### config.mk
export PLATFORM = sky130hd
export DESIGN_NAME = mac_dot_scheduler
export DESIGN_NICKNAME = d
export VERILOG_FILES = /design/src/rtl/mac_pkg.sv /design/src/rtl/rr_arbiter.sv /design/src/rtl/mac_dot_scheduler.sv
export SDC_FILE = /design/constraint.sdc
export NUM_CORES = 1
export LEC_CHECK = 0
export CAP_MARGIN = 20
export CORE_UTILIZATION = 45
export DETAILED_ROUTE_END_ITERATION = 7
export GPL_ROUTABILITY_DRIVEN = 0
export PLACE_DENSITY_LB_ADDON = 0.12
export SLEW_MARGIN = 15
export SYNTH_ARGS = -nofsm -noshare
export SYNTH_HDL_FRONTEND = slang
export SYNTH_HIERARCHICAL = 1
export SYNTH_SLANG_ARGS = --single-unit
### constraint.sdc
create_clock -name clock -period 2.52 [get_ports clock]
set_clock_uncertainty 0.2 [all_clocks]
set_input_delay 0.252 -clock clock [delete_from_list [all_inputs] [get_ports clock]]
set_output_delay 0.252 -clock clock [all_outputs]
set_load 0.01 [all_outputs]
### src/rtl/mac_pkg.sv
// Shared types and default widths for the dot-product MAC scheduler.
package mac_pkg;

  localparam int unsigned OP_W  = 4;
  localparam int unsigned ACC_W = 10;
  localparam int unsigned LEN_W = 4;

  typedef enum logic [1:0] {
    StIdle,
    StRun,
    StDone
  } state_e;

endpackage

### src/rtl/rr_arbiter.sv
// Round-robin winner select. The pointer marks the highest-priority requester
// and moves to one past the served requester when the caller strobes advance.
module rr_arbiter #(
  parameter int unsigned NUM_REQ = 4,
  localparam int unsigned IDX_W  = (NUM_REQ > 1) ? $clog2(NUM_REQ) : 1
) (
  input  logic               clock,
  input  logic               reset,
  input  logic [NUM_REQ-1:0] req,
  input  logic               advance,
  input  logic [IDX_W-1:0]   last,
  output logic               found,
  output logic [IDX_W-1:0]   winner
);

  logic [IDX_W-1:0] ptr_q, ptr_d;
  int unsigned      scan_idx;

  // First requesting index at or after the pointer, wrapping around.
  always_comb begin
    found    = 1'b0;
    winner   = '0;
    scan_idx = 0;
    for (int unsigned off = 0; off < NUM_REQ; off++) begin
      scan_idx = 32'(ptr_q) + off;
      if (scan_idx >= NUM_REQ) scan_idx = scan_idx - NUM_REQ;
      if (!found && req[scan_idx]) begin
        found  = 1'b1;
        winner = IDX_W'(scan_idx);
      end
    end
  end

  // Next pointer: one past the requester just served, modulo NUM_REQ.
  always_comb begin
    ptr_d = ptr_q;
    if (advance) begin
      ptr_d = (last == IDX_W'(NUM_REQ - 1)) ? '0 : last + 1'b1;
    end
  end

  // Pointer register.
  always_ff @(posedge clock or posedge reset) begin
    if (reset) ptr_q <= '0;
    else       ptr_q <= ptr_d;
  end

endmodule

### src/rtl/mac_dot_scheduler.sv
// Time-shares one multiply-accumulate datapath among NUM_REQ requesters.
// Each granted job accumulates req_len operand pairs and returns the sum
// tagged with the requester index.
module mac_dot_scheduler
  import mac_pkg::*;
#(
  parameter int unsigned NUM_REQ = 4,
  parameter int unsigned OP_W    = mac_pkg::OP_W,
  parameter int unsigned ACC_W   = mac_pkg::ACC_W,
  parameter int unsigned LEN_W   = mac_pkg::LEN_W,
  localparam int unsigned ID_W   = (NUM_REQ > 1) ? $clog2(NUM_REQ) : 1
) (
  input  logic                     clock,
  input  logic                     reset,
  input  logic [NUM_REQ-1:0]       req_valid,
  input  logic [NUM_REQ*LEN_W-1:0] req_len,
  output logic [NUM_REQ-1:0]       grant,
  input  logic                     op_valid,
  input  logic [OP_W-1:0]          op_a,
  input  logic [OP_W-1:0]          op_b,
  output logic                     op_ready,
  output logic                     res_valid,
  input  logic                     res_ready,
  output logic [ACC_W-1:0]         res_data,
  output logic [ID_W-1:0]          res_id,
  output logic                     res_overflow
);

  localparam int unsigned PROD_W = 2 * OP_W;

  state_e            state_q, state_d;
  logic [ID_W-1:0]   id_q, id_d;
  logic [LEN_W-1:0]  len_q, len_d;
  logic [LEN_W-1:0]  cnt_q, cnt_d;
  logic [LEN_W-1:0]  cnt_inc;
  logic [ACC_W-1:0]  acc_q, acc_d;
  logic              ovf_q, ovf_d;
  logic [PROD_W-1:0] prod;
  logic [ACC_W:0]    sum;
  logic [LEN_W-1:0]  win_len;

  logic              arb_found;
  logic [ID_W-1:0]   arb_winner;
  logic              advance;

  rr_arbiter #(
    .NUM_REQ (NUM_REQ)
  ) u_arb (
    .clock   (clock),
    .reset   (reset),
    .req     (req_valid),
    .advance (advance),
    .last    (id_q),
    .found   (arb_found),
    .winner  (arb_winner)
  );

  // Zero-extended product; the extra sum bit is the carry out of ACC_W.
  assign prod    = PROD_W'(op_a) * PROD_W'(op_b);
  assign sum     = {1'b0, acc_q} + (ACC_W + 1)'(prod);
  assign cnt_inc = cnt_q + 1'b1;
  assign win_len = req_len[32'(arb_winner) * LEN_W +: LEN_W];

  // Job sequencing, accumulation and output decode.
  always_comb begin
    state_d      = state_q;
    id_d         = id_q;
    len_d        = len_q;
    cnt_d        = cnt_q;
    acc_d        = acc_q;
    ovf_d        = ovf_q;
    grant        = '0;
    op_ready     = 1'b0;
    res_valid    = 1'b0;
    res_data     = '0;
    res_id       = '0;
    res_overflow = 1'b0;
    advance      = 1'b0;
    case (state_q)
      StIdle: begin
        if (arb_found) begin
          id_d    = arb_winner;
          len_d   = win_len;
          cnt_d   = '0;
          acc_d   = '0;
          ovf_d   = 1'b0;
          state_d = (win_len == '0) ? StDone : StRun;
        end
      end
      StRun: begin
        grant[id_q] = 1'b1;
        op_ready    = 1'b1;
        if (op_valid) begin
          acc_d = sum[ACC_W-1:0];
          ovf_d = ovf_q | sum[ACC_W];
          cnt_d = cnt_inc;
          if (cnt_inc == len_q) state_d = StDone;
        end
      end
      StDone: begin
        res_valid    = 1'b1;
        res_data     = acc_q;
        res_id       = id_q;
        res_overflow = ovf_q;
        if (res_ready) begin
          advance = 1'b1;
          state_d = StIdle;
        end
      end
      default: state_d = StIdle;
    endcase
  end

  // State and datapath registers; reset discards any job in flight.
  always_ff @(posedge clock or posedge reset) begin
    if (reset) begin
      state_q <= StIdle;
      id_q    <= '0;
      len_q   <= '0;
      cnt_q   <= '0;
      acc_q   <= '0;
      ovf_q   <= 1'b0;
    end else begin
      state_q <= state_d;
      id_q    <= id_d;
      len_q   <= len_d;
      cnt_q   <= cnt_d;
      acc_q   <= acc_d;
      ovf_q   <= ovf_d;
    end
  end

endmodule

==> metrics <==
Die H a little over 70 um; most frequent CP cell fa_1; max incr delay on CP approximately 0.54 ns; DR iter-0 viols between 70 and 80; layout cells sized above 1 between 20% and 30%; compound-cell area share of the yosys netlist between 10% and 20%; Setup Viol. Count Final 8; xor and xnor area share after synthesis between 4 and 5%; Yosys top cell area share between 20% and 30%; Final Hold Vio Count 0; DR WL met3 approximately 130 um; Pleak ~0.0015 uW; routed wire length approximately 5.0 mm; routed length on met1 between 2 and 2.5 mm; DRT Pass-1 Iters 4; wire length per cell 13.3 um; DIE WIDTH around 71 um; PwrDens approximately 940 nW/um^2; highest routed layer met4; Antenna Nets Post-Route 0; Fill cells roughly 350; Net Switching ~1200 uW; FP Rows 24; Synth Area in Adders between 20% and 30%; Critical Path Source Type primary input; Final nets slightly below 400; Max clock buf depth 2; Worst path slowest cell fa_1; post-route design area 3150 um^2; Logic pwr share roughly 69%; count leader, synth nand2_1; crit path time final around 3.2 ns; Tot GR Track Use between 20% and 30%; first-pass GRT wire length 8.50 mm; Root Buffer Master clkbuf_8; Slew headroom between 70 and 80%; Synth Cell Area 2130 um^2; post-synthesis instance total ~240; RSZ-0062 raised after global routing true; instance area after placement approximately 2900 um^2; Bufs and invs on worst path 2; met2 WL approximately 2.4 mm; synthesized flop and latch total 25; clock latency on the worst-skew pair approximately 0.26 ns; Buffers on Ports 50; Worst EP required 2.51 ns; CTS tree done; Setup Crit Path Kind primary input to flip-flop; initial antenna violation count 0; maximum vdd drop around 0.5 mV; Ports approximately 50; Hold Path Class primary input to flip-flop; Simple-Gate Fraction of Synth Area around a fifth; Crit Path Max Fanout 3; Mean Syn Cell Area slightly below 9 um^2; max cap viols 0; Worst Tran Pin Value roughly 0.40 ns; Synth warnings 6; largest area contributor in the netlist dfrtp_1; clock power share 7.9%; grt ovf 0; top_reg_cell synth dfrtp_1; Synth top cells by count nand2_1 (38), inv_1 (28), dfrtp_1 (25); Crit. End Element flip-flop; vias per inst approximately 5.1; multiplexer share of the synthesized area 5.23%; Int Power 1730 uW; fin. max-slew vios 0; vias in the first global route 1,857; Yosys cell types 42; failing checks setup timing; worst hold margin approximately 0.27 ns; Num CTS Buffers 3; initial core utilization 47.9%; crit-path cells buf_8, nand2_4, fa_1, fa_1, fa_1, inv_2, ha_4, a211oi_4, o21bai_1, o311a_1, o21ai_2, mux2i_1; largest net degree at the start of global routing 24; sequential-to-total area share from yosys stat 29.4%; CP top delay family adder cells; Ant. Diodes 0; number of enable flip-flop cells after synthesis 0; Final Cycle Share 125%; clk sinks 25; die area about 5000 um^2; CORE AREA approximately 4400 um^2; ys async rst share 100%; status complete, but fails checks; routed via count 1,938; largest family of logic cells by synthesized area adder cells; DRC 0; Switching Fraction around two fifths; H-tree Lvls 1; Mapped Nets around 300; CP arrival roughly 3.2 ns; area growth from synthesis to layout 48.0%; Reg power frac around a quarter; synth top area cells dfrtp_1 (29%), ha_1 (12%), fa_1 (8.5%), and2_1 (6.8%), nand2_1 (6.7%); max frequency around 320 MHz; HPWL after detailed placement 3.85 mm; PnR worst setup slack -0.634 ns; CTS clk-pin slew, worst paths about 0.080 ns
-- worst register-to-register path, cell delays in order, from the launching register on --
cell,delay (ns)
dfrtp_1,0.42
fa_1,0.54
fa_2,0.42
a211oi_4,0.28
o21bai_1,0.12
o311a_1,0.31
o21ai_2,0.15
mux2i_1,0.18
-- cells in the final DEF (no fill, tap or decap), types with 3 or more instances in the layout --
master | Yosys | routed
inv_2 | 2 | 3
a21oi_2 | 0 | 3
buf_6 | 1 | 6
buf_4 | 1 | 35
nand3_1 | 3 | 3
dfrtp_1 | 25 | 25
a22o_1 | 4 | 4
fa_1 | 9 | 8
and2_1 | 23 | 22
xnor2_1 | 5 | 4
o21ai_1 | 11 | 11
clkdlybuf4s50_1 | 0 | 40
a211oi_2 | 0 | 3
o21ai_0 | 7 | 4
clkbuf_8 | 0 | 3
inv_1 | 28 | 27
o21ai_2 | 1 | 3
xor2_1 | 5 | 5
nor2_1 | 12 | 12
nand2_1 | 38 | 35
mux4_2 | 4 | 4
ha_1 | 20 | 18
a21oi_1 | 7 | 4
-- layer usage --
layer	track usage, %	vias up
li1	-	971
met2	34.3	26
met3	3.13	6
met5	0	-
met4	3.33	0
met1	30.5	935
-- power by group through the flow --
stage	Combinational [uW]	Clock, uW	Sequential (uW)
after global routing	2240	258	718
final	2020	234	694
after detailed placement	1710	0	701
after global placement	1690	0	699
after floorplan	1160	0	669
after CTS	1930	240	694
-- through the flow --
stage | power (uW) | setup TNS (ns) | util, % | instances | setup slack (ns)
6_report | 2950 | -4.04 | 70.9 | 377 | -0.634
4_1_cts | 2860 | -4.21 | 69.7 | 374 | -0.710
2_1_floorplan | 1830 | -2.84 | - | 238 | -0.656
5_1_grt | 3220 | -4.98 | 70.9 | 377 | -0.767
3_5_place_dp | 2410 | -11.19 | 65.9 | 363 | -1.46
3_3_place_gp | 2390 | -10.96 | 65.9 | 363 | -1.38
-- registers in the layout, indices dropped and copies added (netlist names) --
register	flops
u_arb/ptr_q	2
acc_q	10
ovf_q	1
state_q	2
cnt_q	4
len_q	4
id_q	2
-- timing repair --
| action | 4_1_cts | 5_1_grt |
|---|---|---|
| endpoints found under the hold margin | 2 | 0 |
| pin swaps | 24 | 15 |
| buffers inserted | 6 | 4 |
| setup endpoints to repair | 11 | 10 |
| gates resized for setup | 53 | 10 |
| hold buffers | 1 | 0 |
| cloned | 0 | 0 |
-- final cells by class --
| type | instances | area [um^2] | share of cell area [%] |
|---|---|---|---|
| Sequential cell | 25 | 626 | 19.8 |
| Inverter | 30 | 113 | 3.57 |
| Multi-Input combinational cell | 178 | 1490 | 47.3 |
| Tap cell | 52 | 65.1 | 2.06 |
| Clock buffer | 4 | 45.0 | 1.43 |
| Timing Repair Buffer | 88 | 813 | 25.8 |
-- logic make-up after synthesis --
kind of cell	count (synthesis)
xor gates and xnor gates	10
buffers and inverters	35
muxes	6
and+or+nand+nor	86
DFF	25
AOI/OAI and AO/OA	47
adders and majority gates	29
-- final timing paths --
| kind | from | endpoint | slack [ns] | cells after the start |
|---|---|---|---|---|
| worst max-delay path | op_b[2] | acc_q[9] | -0.63 | 12 |
| worst min-delay path | op_a[0] | acc_q[0] | 0.27 | 4 |
| worst max register to register | acc_q[2] | acc_q[9] | -0.18 | 7 |
| worst min register to register | acc_q[5] | acc_q[5] | 0.30 | 2 |
| max in group asynchronous | reset | acc_q[3] | 1.17 | 4 |
| min in group asynchronous | reset | u_arb/ptr_q[1] | 0.52 | 3 |
No activity file was read; power rests on OpenSTA's default activity.
